### src/rtl/conv_window_scheduler.sv
// 3x3 zero-padded window sequencer: walks every pixel as a window centre in raster order,
// reads in-bounds taps from a 1-cycle-latency pixel RAM and presents each window over valid/ready.
module conv_window_scheduler #(
   parameter int ROWS = 512,
   parameter int COLS = 512,
   parameter int AW   = $clog2(ROWS*COLS),
   localparam int RW  = $clog2(ROWS),
   localparam int CW  = $clog2(COLS)
) (
   input  logic          clk_i,
   input  logic          rst_i,
   input  logic          start_i,
   output logic          busy_o,
   output logic          frame_done_o,
   output logic          mem_en_o,
   output logic [AW-1:0] mem_addr_o,
   input  logic [7:0]    mem_rdata_i,
   output logic          win_valid_o,
   input  logic          win_ready_i,
   output logic [71:0]   win_pixels_o,
   output logic [RW-1:0] win_row_o,
   output logic [CW-1:0] win_col_o
);

   typedef enum logic [2:0] {S_IDLE, S_FETCH, S_DRAIN, S_PRESENT, S_DONE} state_t;

   state_t        state_q, state_d;
   logic [RW-1:0] r_q, r_d;
   logic [CW-1:0] c_q, c_d;
   logic [3:0]    tap_q, tap_d;
   logic          mem_en_q, mem_en_d;
   logic [AW-1:0] mem_addr_q, mem_addr_d;
   logic          cap_vld_q, cap_pad_q;
   logic [3:0]    cap_tap_q;
   logic [71:0]   win_q;
   int            src_r, src_c;
   logic          in_bounds;

   // NOTE: every always_comb output gets a default first so no path leaves it unassigned (no latch).
   always_comb begin
      state_d = state_q;
      r_d     = r_q;
      c_d     = c_q;
      tap_d   = tap_q;
      case (state_q)
         S_IDLE: if (start_i) begin
            state_d = S_FETCH;
            r_d     = '0;
            c_d     = '0;
            tap_d   = '0;
         end
         S_FETCH: if (tap_q == 4'd8) state_d = S_DRAIN;
                  else               tap_d   = tap_q + 4'd1;
         S_DRAIN: state_d = S_PRESENT;
         S_PRESENT: if (win_ready_i) begin
            if (r_q == RW'(ROWS-1) && c_q == CW'(COLS-1)) begin
               state_d = S_DONE;
            end else begin
               state_d = S_FETCH;
               tap_d   = '0;
               if (c_q == CW'(COLS-1)) begin
                  c_d = '0;
                  r_d = r_q + 1'b1;
               end else begin
                  c_d = c_q + 1'b1;
               end
            end
         end
         S_DONE: begin
            state_d = S_IDLE;
            r_d     = '0;
            c_d     = '0;
            tap_d   = '0;
         end
         default: state_d = S_IDLE;
      endcase

      // Read strobe is computed for the upcoming tap so mem_en/mem_addr leave a flop.
      src_r      = int'(r_d) + int'(tap_d) / 3 - 1;
      src_c      = int'(c_d) + int'(tap_d) % 3 - 1;
      in_bounds  = (src_r >= 0) && (src_r < ROWS) && (src_c >= 0) && (src_c < COLS);
      mem_en_d   = (state_d == S_FETCH) && in_bounds;
      mem_addr_d = mem_en_d ? AW'(src_r * COLS + src_c) : mem_addr_q;
   end

   // NOTE: sequential state uses non-blocking assignments so all flops update from pre-edge values.
   always_ff @(posedge clk_i) begin
      if (rst_i) begin
         // NOTE: the window register is flop-based and small, so it is reset along with the control state.
         state_q    <= S_IDLE;
         r_q        <= '0;
         c_q        <= '0;
         tap_q      <= '0;
         mem_en_q   <= 1'b0;
         mem_addr_q <= '0;
         cap_vld_q  <= 1'b0;
         cap_pad_q  <= 1'b0;
         cap_tap_q  <= '0;
         win_q      <= '0;
      end else begin
         state_q    <= state_d;
         r_q        <= r_d;
         c_q        <= c_d;
         tap_q      <= tap_d;
         mem_en_q   <= mem_en_d;
         mem_addr_q <= mem_addr_d;
         // Tap index and pad flag ride one cycle behind the read to meet the RAM data.
         cap_vld_q  <= (state_q == S_FETCH);
         cap_tap_q  <= tap_q;
         cap_pad_q  <= !mem_en_q;
         if (state_q == S_IDLE && start_i)
            win_q <= '0;
         else if (cap_vld_q)
            win_q[{cap_tap_q, 3'b000} +: 8] <= cap_pad_q ? 8'h00 : mem_rdata_i;
      end
   end

   assign busy_o       = (state_q == S_FETCH) || (state_q == S_DRAIN) || (state_q == S_PRESENT);
   assign frame_done_o = (state_q == S_DONE);
   assign win_valid_o  = (state_q == S_PRESENT);
   assign mem_en_o     = mem_en_q;
   assign mem_addr_o   = mem_addr_q;
   assign win_pixels_o = win_q;
   assign win_row_o    = r_q;
   assign win_col_o    = c_q;

endmodule

### config.mk
export PLATFORM = sky130hd
export DESIGN_NAME = conv_window_scheduler
export DESIGN_NICKNAME = d
export VERILOG_FILES = /design/src/rtl/conv_window_scheduler.sv
export SDC_FILE = /design/constraint.sdc
export NUM_CORES = 1
export LEC_CHECK = 0
export CAP_MARGIN = 20
export CORE_ASPECT_RATIO = 0.75
export CORE_MARGIN = 4
export CORE_UTILIZATION = 50
export DETAILED_ROUTE_END_ITERATION = 12
export GPL_TIMING_DRIVEN = 0
export PLACE_DENSITY = 0.74
export SYNTH_ARGS = -nofsm -noshare
export SYNTH_HDL_FRONTEND = slang
export SYNTH_SLANG_ARGS = --single-unit
### constraint.sdc
create_clock -name clk_i -period 11.2 [get_ports clk_i]
set_input_delay 2.24 -clock clk_i [delete_from_list [all_inputs] [get_ports clk_i]]
set_output_delay 2.24 -clock clk_i [all_outputs]
set_load 0.01 [all_outputs]
## Yosys cells after proc, flatten, opt, wreduce, memory -nomap -nowiden

Cells that the tools add are included.

| word-level totals | value |
|---|---|
| output and inout bits | 112 |
| bits in registers | 122 |
| word-level logic and storage cells | 68 |
| input bits | 12 |

| operators by class | value |
|---|---|
| muxes and demuxes | 22 |
| divide/modulo/power cells | 2 |
| shift operators | 2 |
| magnitude comparators | 4 |
| add/subtract/negate cells | 9 |
| equal/unequal tests | 8 |
| reduce and logical (&&, ||, !) cells | 11 |

Operators with widths:

| cell | number |
|---|---|
| $bwmux W72 | 1 |
| $mux W9 | 8 |
| $shift A8 B9 Y72 const A | 1 |
| $shiftx A8 B9 Y72 | 1 |
| $add A10 B32 Y32 | 2 |
| $ge A32 B1 Y1 const B | 2 |
| $lt A32 B11 Y1 const B | 2 |
| $sub A32 B2 Y32 const B | 2 |
| $pmux W9 S3 | 2 |
| $div A5 B3 Y32 const B | 1 |
| $mod A5 B3 Y32 const B | 1 |
| $add A18 B18 Y18 | 1 |
| $add A9 B1 Y9 const B | 2 |
| $eq A9 B9 Y1 const B | 2 |
| $mux W4 | 4 |
| $pmux W4 S4 | 1 |
| $mux W3 | 4 |
| $pmux W3 S4 | 1 |
| $neg A7 Y9 | 1 |
| $mux W8 | 1 |
| $eq A3 B1 Y1 const B | 2 |
| $eq A3 B2 Y1 const B | 2 |
| $logic_and A1 B1 Y1 | 6 |
| $add A4 B1 Y4 const B | 1 |
| other kinds (6) | 7 |

## Depth between registers and ports, before layout

Gate-level depths: netlist (run 1).

| depth | value |
|---|---|
| word-level depth | 13 |
| mapped depth | 44 |
| mapped depth without buffers | 42 |

## Least setup slack after synthesis (run 1)

No wires, ideal clock.

| timing path | value |
|---|---|
| kind | input-to-reg |
| start | input start_i |
| end | register mem_addr_q[17], in the netlist mem_addr_o[17] |
| path buffers | 1 |
| stages on the path | 37 |
| library setup time | 0.071 ns |
| data required time | 11.129 ns |
| setup slack | 2.192 ns |
| arrival time | 8.938 ns |
| cell sequence | or3_4 -> a221oi_2 -> nor2_2 -> nor2_1 -> ha_1 -> clkbuf_1 -> a22oi_2 -> nand2_1 -> inv_1 -> nand2_1 -> o21ai_0 -> ha_1 -> or2_2 -> o32a_2 -> nor2_1 -> nor4_1 -> xor2_1 -> nand2_1 -> ha_1 -> inv_1 -> ha_1 -> o21a_1 -> o31a_1 -> o2111a_1 -> a311o_1 -> a221oi_1 -> ha_1 -> a21o_1 -> a21oi_1 -> o21bai_1 -> a21oi_1 -> o21bai_1 -> a21oi_1 -> xnor2_1 -> xnor2_1 -> nand4_1 -> a21oi_1 |

| on the way | value |
|---|---|
| longest elaborated chain between the ends | 10 |
| elaborated cells between the ends (all ways) | 24 |
| classes of those cells | 5 x add/sub; 2 x div; 4 x order compare; 1 x eq/ne; 8 x mux; 4 x reduce/logical |

RTL lines:

| item | RTL line | text |
|---|---|---|
| start, declared | 12 | `input logic start_i,` |
| $mux W4 | 46 | `S_IDLE: if (start_i) begin` |
| $pmux W4 S4 | 45 | `case (state_q)` |
| $div A5 B3 Y32 | 79 | `src_r = int'(r_d) + int'(tap_d) / 3 - 1;` |
| $add A10 B32 Y32 | 79 |  |
| $sub A32 B2 Y32 | 79 |  |
| $ge A32 B1 Y1 / $lt A32 B11 Y1 (equally long branches) | 81 | `in_bounds = (src_r >= 0) && (src_r < ROWS) && (src_c >= 0) && (src_c < COLS);` |
| $logic_and A1 B1 Y1 (3 in a row) | 81 |  |
| $logic_and A1 B1 Y1 | 82 | `mem_en_d = (state_d == S_FETCH) && in_bounds;` |
| end signal, assigned | 106 | `mem_addr_q <= mem_addr_d;` |
| end, declared | 32 | `logic [AW-1:0] mem_addr_q, mem_addr_d;` |

Parallel ways exist; a longest one is shown, timed or not.
A chain may end at the register's enable or synchronous reset.

## Final worst setup path (run 1)

| timing path | value |
|---|---|
| start | input win_ready_i |
| end | register mem_addr_q[14], in the netlist mem_addr_o[14] |

| on the way | value |
|---|---|
| longest elaborated chain between the ends | 10 |
| elaborated cells between the ends (all ways) | 24 |
| classes of those cells | 5 x add/sub; 2 x div; 4 x order compare; 1 x eq/ne; 8 x mux; 4 x reduce/logical |

RTL lines:

| item | RTL line | text |
|---|---|---|
| start, declared | 19 | `input logic win_ready_i,` |
| $mux W4 * | 55 | `S_PRESENT: if (win_ready_i) begin` |
| $pmux W4 S4 * | 45 |  |
| via tap_d[3] | 30 | `logic [3:0] tap_q, tap_d;` |
| $div A5 B3 Y32 | 79 |  |
| $add A10 B32 Y32 | 79 |  |
| $sub A32 B2 Y32 | 79 |  |
| $ge A32 B1 Y1 / $lt A32 B11 Y1 (equally long branches) | 81 |  |
| $logic_and A1 B1 Y1 (3 in a row) | 81 |  |
| $logic_and A1 B1 Y1 | 82 |  |

Mark *: on every way through the listed nets, which the timed path passes. The rest lies on a longest branch.

==> impl_metrics.csv, run 1 <==
group,metric,value,unit
status,outcome,"completed",
sta,fin_crit_sh,95.4,%
clock_tree,numCtsBuffers,17,
global_routing,grt_usage,26.8,%
sta,maxSlewHeadroom,35.9,%
sta,hold_viol,0,
logic_synthesis,synth_edf_count,0,
worst_setup_path,critPathMaxStageDelay,0.85,ns
sta,max_freq,93.6,MHz
clock_tree,clock_path_buffers,2,
place,gp_congestion,0.981,
global_routing,grt_pass1_wl,42100,µm
cells_and_area,drive_above_1_share,6.45,%
clock_tree,cts_hold_buf,0,
floorplanning,initial_utilization,51.1,%
worst_setup_path,cp_data_arrival_time,10.94,ns
logic_synthesis,synthArstFlopShare,0,%
logic_synthesis,syn_nets,1239,
drt,drtIter0Drc,1087,
worst_setup_path,critPathMaxFanout,10,
pwr,p_seq_share,31.2,%
pwr,switching_share,34.2,%
worst_setup_path,cp-end-kind,"flip-flop",
pwr,p_leak,4.27,nW
sta,drv_slew,0,
sta,setup_viol,0,
global_routing,antenna_found_initial,0,
cells_and_area,area_delta_synth_final,23.9,%
logic_synthesis,avgSynthCellArea,7.53,µm²
logic_synthesis,yosysUniqueCellTypes,90,
worst_setup_path,cp_common_cell,"ha_1",
pwr,ir_drop,128,µV
cells_and_area,diodes,0,
job,maxCapViolations,0,
cells_and_area,layout.nets,1379,
drt,wl_per_cell,17.8,µm
pwr,p_clk_share,38.6,%
sta,tns,0,ns
global_routing,grt_pass1_vias,7754,
sta,tightest_slew,0.937,ns
worst_setup_path,worst-setup-path-type,"input port to flip-flop",
drt,ant_nets,0,
worst_setup_path,worstPathRequired,11.46,ns
worst_setup_path,crit_buf_inv,7,
drt,via_count,8924,
worst_setup_path,cp_top_family,"compound AO/OA/AOI/OAI gates",
sta,rsz0062_at_grt,"false",
clock_tree,postCtsSetupBuffers,0,
drt,firstDrtPassIters,6,
drt,vias_per_cell,5.88,
drt,routed_wl,27100,µm
logic_synthesis,syn-instance-count,1150,
clock_tree,clockRootBuffer,"clkbuf_16",
logic_synthesis,yosys_warnings,0,
global_routing,grt_overflow,0,
floorplanning,design.core.area,16900,µm²
pwr,internal_power,0.000922,W
floorplanning,die_h,122,µm
sta,min_period,10.68,ns
clock_tree,cts_resized,0,
cells_and_area,fill_cells,1504,
pwr,p_per_area,131,nW/µm²
clock_tree,htreeDepth,4,
floorplanning,rows,41,
logic_synthesis,yosys_most_used_dff,"dfxtp_1",
logic_synthesis,seq_area_frac_synth,28.2,%
logic_synthesis,ys_ff_latch,122,
worst_setup_path,cp_slowest_cell,"a2111oi_0",
worst_setup_path,cp-start-kind,"input port",
global_routing,grt_max_degree,17,
floorplanning,chipWidth,160,µm
place,io_buffers,122,
sta,fin_worst_skew,0.0133,ns
pwr,p_switching,0.000479,W
pwr,comb_power_share,30.1,%
drt,drc,0,
worst_hold_path,hold_path.class,"flip-flop to flip-flop",
cells_and_area,utilization,63.4,%
logic_synthesis,synth_area,8660,µm²
floorplanning,dieArea,19500,µm²
sta,fin_hold_ws,0.452,ns
clock_tree,cts_tree,"yes",
place,dp_hpwl,20900,µm
clock_tree,clk_pin_slew,0.06,ns
clock_tree,clk_latency,0.41,ns
clock_tree,cts.sinks,122,
floorplanning,ioPinCount,124,
==> final timing paths <==
kind	from	end	slack, ns	depth (start not counted)
max	win_ready_i	mem_addr_o[14]	0.52	34
min	win_pixels_o[44]	win_pixels_o[44]	0.45	2
max reg2reg	win_row_o[0]	mem_addr_o[14]	1.95	37
min reg2reg	win_pixels_o[44]	win_pixels_o[44]	0.45	2
==> layout make-up <==
| type | instances | area, µm² | area share (%) |
|---|---|---|---|
| inverter | 87 | 327 | 3.04 |
| clock buffer | 17 | 425 | 3.97 |
| multi-input combinational | 881 | 5650 | 52.6 |
| tap | 215 | 269 | 2.51 |
| buffer | 59 | 246 | 2.30 |
| sequential | 122 | 2440 | 22.8 |
| timing repair buffer | 122 | 1220 | 11.4 |
| clock inverter | 14 | 149 | 1.39 |
==> tightest hold or removal path: stages (launching register included) <==
cell	delay, ns
dfxtp_1	0.31
nand2_1	0.05
a21oi_1	0.05
==> power by group through the flow <==
stage | sequential (W) | clock (W) | combinational (W)
floorplan | 0.000447 | 0 | 0.000302
global placement | 0.000447 | 0 | 0.000400
detailed placement | 0.000447 | 0 | 0.000404
CTS | 0.000438 | 0.000545 | 0.000409
global route | 0.000438 | 0.000564 | 0.000450
finish | 0.000438 | 0.000541 | 0.000422
==> kinds of logic after synthesis <==
family | count (synthesis) | share of synthesized area, %
simple gates | 439 | 24.2
compound gates | 312 | 23.9
buf+inv | 147 | 6.66
flops | 122 | 28.2
fa+ha+maj | 77 | 11.4
xor+xnor | 37 | 3.74
mux | 16 | 1.89
==> cell usage in the layout (no fill, tap or decap), drive strengths merged, types with 4 or more instances in the layout <==
cell type,n
nor2,176
a21oi,137
dfxtp,122
clkdlybuf4s50,122
inv,88
nand2,79
ha,74
clkbuf,57
nor3,46
o21ai,42
xnor2,28
o31ai,23
nand2b,21
nand4,21
buf,19
nand3,17
and3,17
nor2b,15
a21o,14
or3,14
mux2i,13
a22oi,11
o21a,10
clkinv,10
xor2,9
o21bai,9
o211ai,8
a211oi,7
o22ai,5
nor4,5
or2,4
nand3b,4
and4,4
nor3b,4
a21boi,4
a221oi,4
==> per-layer routing <==
layer	GRT usage, %	vias to the layer above	share of wire, %
li1	-	4349	-
met1	42.9	4104	50
met2	35.4	446	39
met3	6.59	25	10
met4	5.48	0	0.99
met5	0	-	0
==> flip-flops by register name, indices dropped and copies added, names as in the netlist <==
name	cells
win_pixels_o	72
mem_addr_o	18
win_col_o	9
win_row_o	9
cap_tap_q	4
tap_q	4
state_q	3
cap_pad_q	1
cap_vld_q	1
mem_en_o	1
==> cell usage after synthesis (14+ instances only) <==
master	instances	share of area, %
nor2_1	174	7.5
a21oi_1	136	7.9
dfxtp_1	122	28
inv_1	83	3.6
nand2_1	79	3.4
ha_1	74	11
nor3_1	46	2.7
clkbuf_1	39	1.7
o21ai_0	37	2.1
xnor2_1	28	2.8
o31ai_1	22	1.9
nand2b_1	21	1.5
nand4_1	20	1.4
and3_1	17	1.2
nand3_1	17	0.98
nor2b_1	15	1.1
a21o_1	14	1.2
==> through the flow <==
stage                     instances  total power, W  setup WS [ns]  instance area [µm²]
after floorplan                1150        0.000748           2.19                 8660
after global placement         1487        0.000848          0.103                10100
after CTS                      1518         0.00139          0.509                10700
final                          1517         0.00140          0.519                10700
after detailed placement       1487        0.000851          0.116                10100
after global routing           1517         0.00145         0.0260                10700
Power figures use the tool's default switching activity.
==> run 2, diff against run 1 <==
==> constraint.sdc (replaced) <==
create_clock -name clk_i -period 10.05 [get_ports clk_i]
set_input_delay 2.01 -clock clk_i [delete_from_list [all_inputs] [get_ports clk_i]]
set_output_delay 2.01 -clock clk_i [all_outputs]
set_load 0.01 [all_outputs]
==> run 2 against run 1 <==
Compared with the run above:
- total power increased by 12%
- sequential share of layout area decreased by 0.22 points
- critical path depth increased by 1
- final cell count increased by 0.33%
- clock skew increased by 0.0012 ns
- non-clock buffer count increased by 5
- critical endpoint unchanged
==> impl_metrics.csv, run 2 (synthesis results as in run 1) <==
group,metric,value,unit
cells_and_area,fill_cells,1494,
drt,firstDrtPassIters,8,
place,gp_congestion,0.981,
sta,maxSlewHeadroom,41.6,%
pwr,internal_power,0.00103,W
pwr,p_per_area,145,nW/µm²
clock_tree,clk_pin_slew,0.06,ns
worst_hold_path,hold_path.class,"flip-flop to flip-flop",
floorplanning,dieArea,19500,µm²
worst_setup_path,worstPathRequired,10.31,ns
place,dp_hpwl,20900,µm
sta,tightest_slew,0.852,ns
cells_and_area,area_delta_synth_final,25.1,%
status,outcome,"completed",
floorplanning,initial_utilization,51.1,%
global_routing,antenna_found_initial,0,
pwr,p_seq_share,31.1,%
clock_tree,clk_latency,0.42,ns
cells_and_area,drive_above_1_share,7.57,%
clock_tree,clock_path_buffers,2,
worst_setup_path,cp-start-kind,"input port",
worst_setup_path,cp_common_cell,"ha_1",
sta,fin_crit_sh,94.7,%
drt,drtIter0Drc,1085,
drt,ant_nets,0,
pwr,comb_power_share,30.4,%
drt,via_count,8897,
cells_and_area,multiInputGateArea,5710,µm²
global_routing,grt_overflow,0,
global_routing,grt_pass1_vias,7753,
worst_setup_path,critPathMaxFanout,10,
global_routing,grt_pass1_wl,42100,µm
sta,max_freq,105,MHz
pwr,p_switching,0.000538,W
clock_tree,cts_hold_buf,0,
global_routing,grt_max_degree,17,
worst_setup_path,crit_buf_inv,7,
place,io_buffers,122,
floorplanning,ioPinCount,124,
job,maxCapViolations,0,
cells_and_area,diodes,0,
worst_setup_path,cp_top_family,"compound AO/OA/AOI/OAI gates",
worst_setup_path,worst-setup-path-type,"input port to flip-flop",
floorplanning,design.core.area,16900,µm²
sta,worst_slack,0.532,ns
worst_setup_path,cp-end-kind,"flip-flop",
sta,drv_slew,0,
floorplanning,die_h,122,µm
cells_and_area,final_cell_mix,"nor2_1 (172), a21oi_1 (136), dfxtp_1 (122), clkdlybuf4s50_1 (122), inv_1 (82)",
drt,drc,0,
floorplanning,chipWidth,160,µm
place,preCtsSetupSlack,-0.804,ns
global_routing,grt_usage,26.7,%
worst_setup_path,critPathMaxStageDelay,0.57,ns
floorplanning,rows,41,
clock_tree,cts_tree,"yes",
cells_and_area,register_area,2440,µm²
drt,vias_per_cell,5.85,
sta,fin_worst_skew,0.0145,ns
sta,hold_viol,0,
cells_and_area,largest_reg_flops,72,
drt,routed_wl,27100,µm
pwr,p_clk_share,38.5,%
pwr,p_leak,4.30,nW
sta,rsz0062_at_grt,"false",
clock_tree,cts.sinks,122,
sta,setup_viol,0,
pwr,switching_share,34.3,%
drt,wl_per_cell,17.8,µm
sta,min_period,9.52,ns
clock_tree,numCtsBuffers,17,
sta,tns,0,ns
clock_tree,clockRootBuffer,"clkbuf_16",
pwr,ir_drop,140,µV
worst_setup_path,cp_data_arrival_time,9.78,ns
cells_and_area,layout.nets,1384,
cells_and_area,final_common_cell,"nor2_1",
clock_tree,htreeDepth,4,
worst_setup_path,cp_slowest_cell,"clkdlybuf4s50_1",
==> run 2: changes by cell type in the layout (fill, tap and decap cells not counted), moves of 2 or more <==
cell	previous run	this run
ha_2	0	2
ha_1	74	71
clkbuf_1	38	36
nor2_1	174	172
buf_4	0	6
==> run 2: what timing repair did <==
item,in CTS,in global routing
gates resized for setup,3,13
setup endpoints to repair,19,19
pin swaps,0,4
buffers inserted,0,6
==> run 2: per-stage QoR <==
stage / hold WS [ns] / util (%) / total power, W / instance area (µm²) / std cells
6_report: 0.453 / 64.0 / 0.00157 / 10800 / 1522
5_1_grt: 0.477 / 64.0 / 0.00163 / 10800 / 1522
4_1_cts: 0.456 / 63.4 / 0.00155 / 10700 / 1517
3_5_place_dp: 0.447 / 59.9 / 0.000949 / 10100 / 1487
3_3_place_gp: 0.443 / 59.9 / 0.000945 / 10100 / 1487
2_1_floorplan: 0.443 / - / 0.000834 / 8660 / 1150
==> run 2: worst min-delay path, delay by kind of cell (launching register included) <==
kind               cells  cell delay [ns]
DFF                    1             0.31
AOI/OAI and AO/OA      1             0.05
and+or+nand+nor        1             0.05
==> run 2: worst paths after layout <==
| kind | from | endpoint | slack [ns] | depth (start not counted) |
|---|---|---|---|---|
| max | win_ready_i | mem_addr_o[14] | 0.53 | 35 |
| min | win_pixels_o[44] | win_pixels_o[44] | 0.45 | 2 |
| max reg2reg | win_row_o[0] | mem_addr_o[14] | 1.61 | 40 |
| min reg2reg | win_pixels_o[44] | win_pixels_o[44] | 0.45 | 2 |
==> run 2: cell type report <==
class	instances	area share (%)
Multi-Input combinational cell	881	52.7
Sequential cell	122	22.6
Timing Repair Buffer	128	11.7
Clock buffer	17	3.93
Inverter	87	3.02
Tap cell	215	2.48
Buffer	58	2.25
Clock inverter	14	1.38
==> run 2: power by group through the flow <==
| stage | combinational (W) | clock, W | sequential [W] |
|---|---|---|---|
| after global routing | 0.000509 | 0.000629 | 0.000488 |
| final | 0.000477 | 0.000605 | 0.000488 |
| after CTS | 0.000456 | 0.000608 | 0.000488 |
| after floorplan | 0.000336 | 0 | 0.000498 |
| after global placement | 0.000446 | 0 | 0.000498 |
| after detailed placement | 0.000451 | 0 | 0.000498 |
==> run 2: routing by layer <==
| metal | track usage (%) | part of all wire (%) | vias to the layer above |
|---|---|---|---|
| met4 | 5.10 | 0.86 | 0 |
| met2 | 35.6 | 39 | 430 |
| met3 | 6.87 | 11 | 23 |
| li1 | - | - | 4352 |
| met1 | 42.6 | 50 | 4092 |
| met5 | 0 | 0 | - |
